===== src/rtl/pcs_pkg.sv =====
// ============================================================================
// Module : pcs_pkg
// Brief  : Shared constants and lock-FSM state type for the 10GBASE-R RX PCS.
// Rev    : 1.0  initial release
// ============================================================================
`default_nettype none

package pcs_pkg;

  localparam logic [1:0] SH_DATA = 2'b01;
  localparam logic [1:0] SH_CTRL = 2'b10;
  localparam int         BLOCK_W = 66;
  localparam int         BUF_W   = 2 * BLOCK_W - 2;

  typedef enum logic [1:0] {
    LOCK_INIT = 2'd0,
    RESET_CNT = 2'd1,
    TEST_SH   = 2'd2,
    SLIP      = 2'd3
  } lock_state_t;

  function automatic logic sh_is_valid(input logic [1:0] sh);
    return (sh == SH_DATA) || (sh == SH_CTRL);
  endfunction

endpackage

`default_nettype wire


===== src/rtl/rx_gearbox_64_66.sv =====
// ============================================================================
// Module : rx_gearbox_64_66
// Brief  : 64-bit to 66-bit RX gearbox with single-bit slip for block alignment.
// Rev    : 1.0  initial release
// ============================================================================
`default_nettype none

module rx_gearbox_64_66
  import pcs_pkg::*;
(
  input  logic               i_clk,
  input  logic               i_reset_n,
  input  logic [63:0]        i_rxd,
  input  logic               i_rxd_valid,
  input  logic               i_slip,
  output logic [BLOCK_W-1:0] o_block,
  output logic               o_valid,
  output logic               o_slipped
);

  logic [BUF_W-1:0]   r_buf;
  logic [7:0]         r_fill;
  logic               r_slip_pend;
  logic [BLOCK_W-1:0] r_block;
  logic               r_valid;
  logic               r_slipped;

  logic [BUF_W-1:0]   w_buf_app;
  logic [BUF_W-1:0]   w_buf_nxt;
  logic [7:0]         w_fill_app;
  logic [7:0]         w_fill_nxt;
  logic               w_slip_pend_nxt;
  logic               w_emit;
  logic               w_do_slip;

  // Fill never exceeds 65 before an append, so the appended word always fits.
  always_comb begin
    w_buf_app       = r_buf | ({{(BUF_W-64){1'b0}}, i_rxd} << r_fill);
    w_fill_app      = r_fill + 8'd64;
    w_emit          = i_rxd_valid && (w_fill_app >= 8'd66);
    w_do_slip       = w_emit && r_slip_pend && (w_fill_app >= 8'd67);
    w_buf_nxt       = r_buf;
    w_fill_nxt      = r_fill;
    w_slip_pend_nxt = r_slip_pend | i_slip;
    if (i_rxd_valid) begin
      w_buf_nxt  = w_buf_app;
      w_fill_nxt = w_fill_app;
    end
    if (w_do_slip) begin
      w_buf_nxt       = w_buf_app >> 67;
      w_fill_nxt      = w_fill_app - 8'd67;
      w_slip_pend_nxt = i_slip;
    end else if (w_emit) begin
      w_buf_nxt  = w_buf_app >> 66;
      w_fill_nxt = w_fill_app - 8'd66;
    end
  end

  always_ff @(posedge i_clk or negedge i_reset_n) begin
    if (!i_reset_n) begin
      r_buf       <= '0;
      r_fill      <= '0;
      r_slip_pend <= 1'b0;
      r_block     <= '0;
      r_valid     <= 1'b0;
      r_slipped   <= 1'b0;
    end else begin
      r_buf       <= w_buf_nxt;
      r_fill      <= w_fill_nxt;
      r_slip_pend <= w_slip_pend_nxt;
      r_valid     <= w_emit;
      r_slipped   <= w_do_slip;
      if (w_emit) begin
        r_block <= w_do_slip ? w_buf_app[66:1] : w_buf_app[65:0];
      end
    end
  end

  assign o_block   = r_block;
  assign o_valid   = r_valid;
  assign o_slipped = r_slipped;

endmodule

`default_nettype wire


===== src/rtl/pcs_rx_block_sync.sv =====
// ============================================================================
// Module : pcs_rx_block_sync
// Brief  : 10GBASE-R RX gearbox plus sync-header block lock state machine.
// Rev    : 1.0  initial release
// ============================================================================
`default_nettype none

module pcs_rx_block_sync
  import pcs_pkg::*;
#(
  parameter int SH_CNT_MAX     = 64,
  parameter int SH_INVALID_MAX = 16
) (
  input  logic        i_clk,
  input  logic        i_reset_n,
  input  logic [63:0] i_rxd,
  input  logic        i_rxd_valid,
  output logic [1:0]  o_header,
  output logic [63:0] o_data,
  output logic        o_valid,
  output logic        o_block_lock,
  output logic        o_header_err
);

  localparam int CNT_W = $clog2(SH_CNT_MAX + 1);
  localparam int INV_W = $clog2(SH_INVALID_MAX + 1);

  logic [BLOCK_W-1:0] w_block;
  logic               w_valid;
  logic               w_slipped;
  logic               w_slip;
  logic               w_sh_valid;

  lock_state_t        r_state;
  lock_state_t        w_state_nxt;
  logic [CNT_W-1:0]   r_sh_cnt;
  logic [CNT_W-1:0]   w_sh_cnt_nxt;
  logic [CNT_W-1:0]   w_cnt_base;
  logic [CNT_W-1:0]   w_cnt_inc;
  logic [INV_W-1:0]   r_sh_inv;
  logic [INV_W-1:0]   w_sh_inv_nxt;
  logic [INV_W-1:0]   w_inv_base;
  logic [INV_W-1:0]   w_inv_inc;
  logic               r_block_lock;
  logic               w_block_lock_nxt;

  rx_gearbox_64_66 u_gearbox (
    .i_clk       (i_clk),
    .i_reset_n   (i_reset_n),
    .i_rxd       (i_rxd),
    .i_rxd_valid (i_rxd_valid),
    .i_slip      (w_slip),
    .o_block     (w_block),
    .o_valid     (w_valid),
    .o_slipped   (w_slipped)
  );

  assign w_sh_valid = sh_is_valid(w_block[1:0]);

  always_ff @(posedge i_clk or negedge i_reset_n) begin
    if (!i_reset_n) begin
      r_state      <= LOCK_INIT;
      r_sh_cnt     <= '0;
      r_sh_inv     <= '0;
      r_block_lock <= 1'b0;
    end else begin
      r_state      <= w_state_nxt;
      r_sh_cnt     <= w_sh_cnt_nxt;
      r_sh_inv     <= w_sh_inv_nxt;
      r_block_lock <= w_block_lock_nxt;
    end
  end

  // RESET_CNT clears the counters and still counts a block arriving that cycle.
  always_comb begin
    w_state_nxt      = r_state;
    w_sh_cnt_nxt     = r_sh_cnt;
    w_sh_inv_nxt     = r_sh_inv;
    w_block_lock_nxt = r_block_lock;
    w_slip           = 1'b0;
    w_cnt_base       = (r_state == RESET_CNT) ? '0 : r_sh_cnt;
    w_inv_base       = (r_state == RESET_CNT) ? '0 : r_sh_inv;
    w_cnt_inc        = w_cnt_base + CNT_W'(1);
    w_inv_inc        = w_inv_base + {{(INV_W-1){1'b0}}, ~w_sh_valid};
    case (r_state)
      LOCK_INIT: begin
        w_block_lock_nxt = 1'b0;
        w_state_nxt      = RESET_CNT;
      end
      RESET_CNT, TEST_SH: begin
        w_sh_cnt_nxt = w_cnt_base;
        w_sh_inv_nxt = w_inv_base;
        w_state_nxt  = TEST_SH;
        if (w_valid) begin
          w_sh_cnt_nxt = w_cnt_inc;
          w_sh_inv_nxt = w_inv_inc;
          // Loss of lock wins over a window end on the same block.
          if (!w_sh_valid && (w_inv_inc == INV_W'(SH_INVALID_MAX))) begin
            w_block_lock_nxt = 1'b0;
            w_state_nxt      = SLIP;
            w_slip           = 1'b1;
          end else if (!w_sh_valid && !r_block_lock) begin
            w_state_nxt = SLIP;
            w_slip      = 1'b1;
          end else if (w_cnt_inc == CNT_W'(SH_CNT_MAX)) begin
            if (w_inv_inc == '0) begin
              w_block_lock_nxt = 1'b1;
            end
            w_state_nxt = RESET_CNT;
          end
        end
      end
      SLIP: begin
        if (w_valid && w_slipped) begin
          w_state_nxt = RESET_CNT;
        end
      end
      default: begin
        w_state_nxt = LOCK_INIT;
      end
    endcase
  end

  assign o_header     = w_block[1:0];
  assign o_data       = w_block[65:2];
  assign o_valid      = w_valid;
  assign o_block_lock = r_block_lock;
  assign o_header_err = w_valid & ~w_sh_valid;

endmodule

`default_nettype wire

===== config.mk =====
export PLATFORM = sky130hd
export DESIGN_NAME = pcs_rx_block_sync
export DESIGN_NICKNAME = d
export VERILOG_FILES = /design/src/rtl/pcs_pkg.sv /design/src/rtl/rx_gearbox_64_66.sv /design/src/rtl/pcs_rx_block_sync.sv
export SDC_FILE = /design/constraint.sdc
export NUM_CORES = 1
export LEC_CHECK = 0
export BUFFER_PORTS_ARGS = -buffer_cell sky130_fd_sc_hd__buf_2
export CAP_MARGIN = 40
export CELL_PAD_IN_SITES_DETAIL_PLACEMENT = 1
export CELL_PAD_IN_SITES_GLOBAL_PLACEMENT = 2
export CORE_MARGIN = 2
export CORE_UTILIZATION = 30
export CTS_BUF_LIST = sky130_fd_sc_hd__clkbuf_4 sky130_fd_sc_hd__clkbuf_8 sky130_fd_sc_hd__clkbuf_16
export CTS_CLUSTER_SIZE = 12
export DETAILED_ROUTE_END_ITERATION = 10
export PLACE_DENSITY_LB_ADDON = 0.08
export SLEW_MARGIN = 20
export SYNTH_ARGS = -nofsm -noshare
export SYNTH_HDL_FRONTEND = slang
export SYNTH_SLANG_ARGS = --single-unit

===== constraint.sdc =====
create_clock -name i_clk -period 8.1 [get_ports i_clk]
set_input_delay 0.405 -clock i_clk [delete_from_list [all_inputs] [get_ports i_clk]]
set_output_delay 0.405 -clock i_clk [all_outputs]
set_load 0.02 [all_outputs]

==> qor.csv <==
stage,metric,value,unit
synth,synth-async-reset-ratio,1.00,
sta,rsz0062_at_grt,false,
global_routing,grt_pass1_vias,16494,
sta,fin_crit,4.53,ns
global_routing,antenna_found_initial,0,
drt,drt_iter0_drc,1631,
floorplan,die_w,241,um
run,cap_violations,0,
clock_network,clk_latency,0.59,ns
synth,synth_edf_count,0,
synth,syn_area_per_cell,9.61,um2
clock_network,htree_levels,1,
status,outcome,completed,
synth,ys_seq_elements,222,
clock_network,cts.clk_slew.worst_paths,0.06,ns
drt,via_count,16381,
worst_hold_path,holdPathEnd,u_gearbox.r_buf[58],
place,dp.cells,2538,
drt,avgViaCountPerCell,6.31,
worst_setup_path,end_kind,register,
drt,dr.pass1.iters,5,
floorplan,coreArea,55200,um2
sta,clock.fmax,221,MHz
drt,routedWlPerCell,33.5,um
floorplan,die_h,241,um
clock_network,clockRootBuffer,clkbuf_16,
worst_setup_path,critical_path_class,reg2reg,
cells_and_area,num-fill-cells,6240,
clock_network,cts_resized,0,
worst_setup_path,r2r-start,u_gearbox.r_fill[3],
place,placed_cell_area,18400,um2
worst_setup_path,reg2reg_to,u_gearbox.o_block[33],
sta,hold_viol,0,
worst_setup_path,required,8.56,ns
worst_hold_path,hold_class,in2reg,
worst_hold_path,min_from,i_rxd_valid,
worst_setup_path,crit_path_start_kind,register,
floorplan,die_area,57900,um2
place,post-place-ws,3.42,ns
global_routing,grt_pass1_wl,125000,um
worst_hold_path,hold_depth,3,
sta,tns,0,ns
sta,post-route-period-util,0.559,
synth,seq_area_frac_synth,0.331,
floorplan,io_pins,136,
synth,syn_nets,1826,
clock_network,cts_buffer_depth,3,
sta,setup_viol,0,
place,portBuffers,135,
worst_setup_path,cp_max_fo,43,
worst_setup_path,reg2reg_depth,9,
drt,antenna_left,0,
sta,slew_violations,0,
place,dp_hpwl,63800,um
cells_and_area,design_area,19500,um2
worst_setup_path,regToRegSetupSlack,3.57,ns
sta,finClkSkew,0.0233,ns
clock_network,holdBufCountCts,1,
global_routing,grt_overflow_total,0,
cells_and_area,drive_above_1_share,0.255,
floorplan,rows,86,
sta,tightest_slew,1.03,ns
worst_setup_path,cp.arrival,4.99,ns
sta,timing.final.ws_setup,3.57,ns
clock_network,clkSinkCount,222,
drt,drc,0,
cells_and_area,seq_area,5560,um2
cells_and_area,multi_input_area,10600,um2
global_routing,grt_max_degree,98,
synth,synth_ff_type,dfrtp_1,
place,gp_congestion,0.969,
synth,netlist_area,16800,um2
cells_and_area,nets,1905,
synth,synthCells,1748,
cells_and_area,instances_no_fill,2597,
drt,drt_wl_total,87100,um
clock_network,postCtsSetupBuffers,0,
cells_and_area,area_growth,15.8,%
clock_network,cts_tree,done,
synth,ys_types,76,
synth,yosysWarningCount,0,
clock_network,numCtsBuffers,29,
sta,max_slew_margin,0.312,
global_routing,grt.total_usage,0.299,
floorplan,initial_core_util,0.304,
-- metrics by stage --
step	utilization	hold WS [ns]
2_1_floorplan	-	0.109
5_1_grt	0.352	0.312
3_5_place_dp	0.333	0.424
3_3_place_gp	0.330	0.427
6_report	0.352	0.298
4_1_cts	0.351	0.268
-- worst max path at each step --
| stage | slack [ns] | to | from |
|---|---|---|---|
| finish | 3.57 | u_gearbox.o_block[33] | u_gearbox.r_fill[3] |
| global route | 3.45 | u_gearbox.r_buf[23] | u_gearbox.r_fill[3] |
| CTS | 3.37 | u_gearbox.o_block[33] | u_gearbox.r_fill[0] |
| detailed placement | 3.42 | u_gearbox.r_buf[33] | u_gearbox.r_fill[0] |
| global placement | 3.44 | u_gearbox.o_block[33] | u_gearbox.r_fill[0] |
| floorplan | 5.01 | u_gearbox.o_block[36] | u_gearbox.r_fill[0] |
-- per-layer routing --
layer | track usage | wire length [um]
met2 | 0.483 | 40500
met5 | 0 | 0
met1 | 0.413 | 38400
met3 | 0.0409 | 5010
met4 | 0.0996 | 3180
-- Yosys cell counts, drive strengths merged (7+ instances only) --
master   instances  share of area
and3             9         0.0034
nor3            22         0.0066
a21boi          14         0.0063
dfrtp          222           0.33
o211ai          25          0.011
nand2          201          0.045
nor2           160          0.036
a22oi           36          0.016
a22o            12         0.0063
a221oi          43          0.023
a31oi           14         0.0052
clkbuf          98          0.022
o21ai           94          0.028
buf             53          0.016
a21oi          124          0.037
o31ai            7         0.0031
mux2i           64          0.038
a21o            16         0.0072
mux2            71          0.048
nand3           19         0.0057
a2bb2oi          8         0.0042
o221a            7         0.0047
inv             24         0.0054
nor2b           16         0.0060
a211oi          21         0.0097
o2bb2ai          9         0.0047
o221ai          61          0.032
nand2b          11         0.0041
o22ai           19         0.0071
mux4           107           0.14
ha              11         0.0082
o22a            18         0.0094
a221o           21          0.013
and2            18         0.0067
o21a            17         0.0076
-- worst max-delay path, cell delays in order (launching register included) --
cell	delay [ns]
dfrtp_1	0.32
buf_4	0.47
clkinv_2	0.77
buf_4	0.57
mux4_2	0.45
mux2i_1	0.71
nor2_1	0.15
a211oi_1	0.51
nor2_1	0.08
a221o_1	0.27
-- area by class of cell --
cell class / instances / share of cell area
Multi-Input combinational cell: 1349 / 0.543
Sequential cell: 222 / 0.286
Timing Repair Buffer: 199 / 0.0684
Tap cell: 748 / 0.0481
Clock buffer: 43 / 0.0456
Inverter: 26 / 0.00508
Clock inverter: 7 / 0.00296
Antenna cell: 3 / 0.000386
-- cells by family (layout without fill, tap and decap cells) --
| family | after synthesis | after routing | synth area share |
|---|---|---|---|
| flops | 222 | 222 | 0.331 |
| fa+ha+maj | 11 | 11 | 0.00819 |
| buf+inv | 177 | 275 | 0.0440 |
| simple gates | 476 | 476 | 0.121 |
| mux | 242 | 242 | 0.229 |
| other cells | 0 | 3 | 0 |
| xor+xnor | 9 | 9 | 0.00469 |
| compound gates | 611 | 611 | 0.262 |
-- registers in the layout (all words and copies together) (netlist names) --
signal,flops
o_block_lock,1
r_sh_cnt,7
r_sh_inv,5
r_state,2
u_gearbox.o_block,66
u_gearbox.o_slipped,1
u_gearbox.o_valid,1
u_gearbox.r_buf,130
u_gearbox.r_fill,8
u_gearbox.r_slip_pend,1
-- layout by cell type, fill, tap and decap left out, types with 7 or more instances in the layout --
master,instances
o31ai_1,7
a21oi_1,123
and3_1,9
o211ai_1,25
a21o_1,16
nor2b_1,16
inv_2,7
a211oi_1,20
a31oi_1,14
o221ai_1,61
buf_16,7
a22o_1,12
o21a_1,17
a21boi_0,14
dfrtp_1,219
o21ai_0,84
nand2b_1,11
a2bb2oi_1,8
nand3_1,18
buf_2,138
and2_1,18
mux2i_1,64
o21ai_1,9
nor2_1,156
clkbuf_8,9
a221o_1,21
o22ai_1,19
ha_1,11
clkbuf_16,29
a221oi_1,41
o221a_2,7
o2bb2ai_1,9
a22oi_1,36
buf_4,49
mux2_2,69
nor3_1,21
nand2_1,200
mux4_2,107
inv_1,17
o22a_1,18
Power is not shown: default switching activity piles up to over one toggle a cycle in this logic, so the estimate is an artifact.
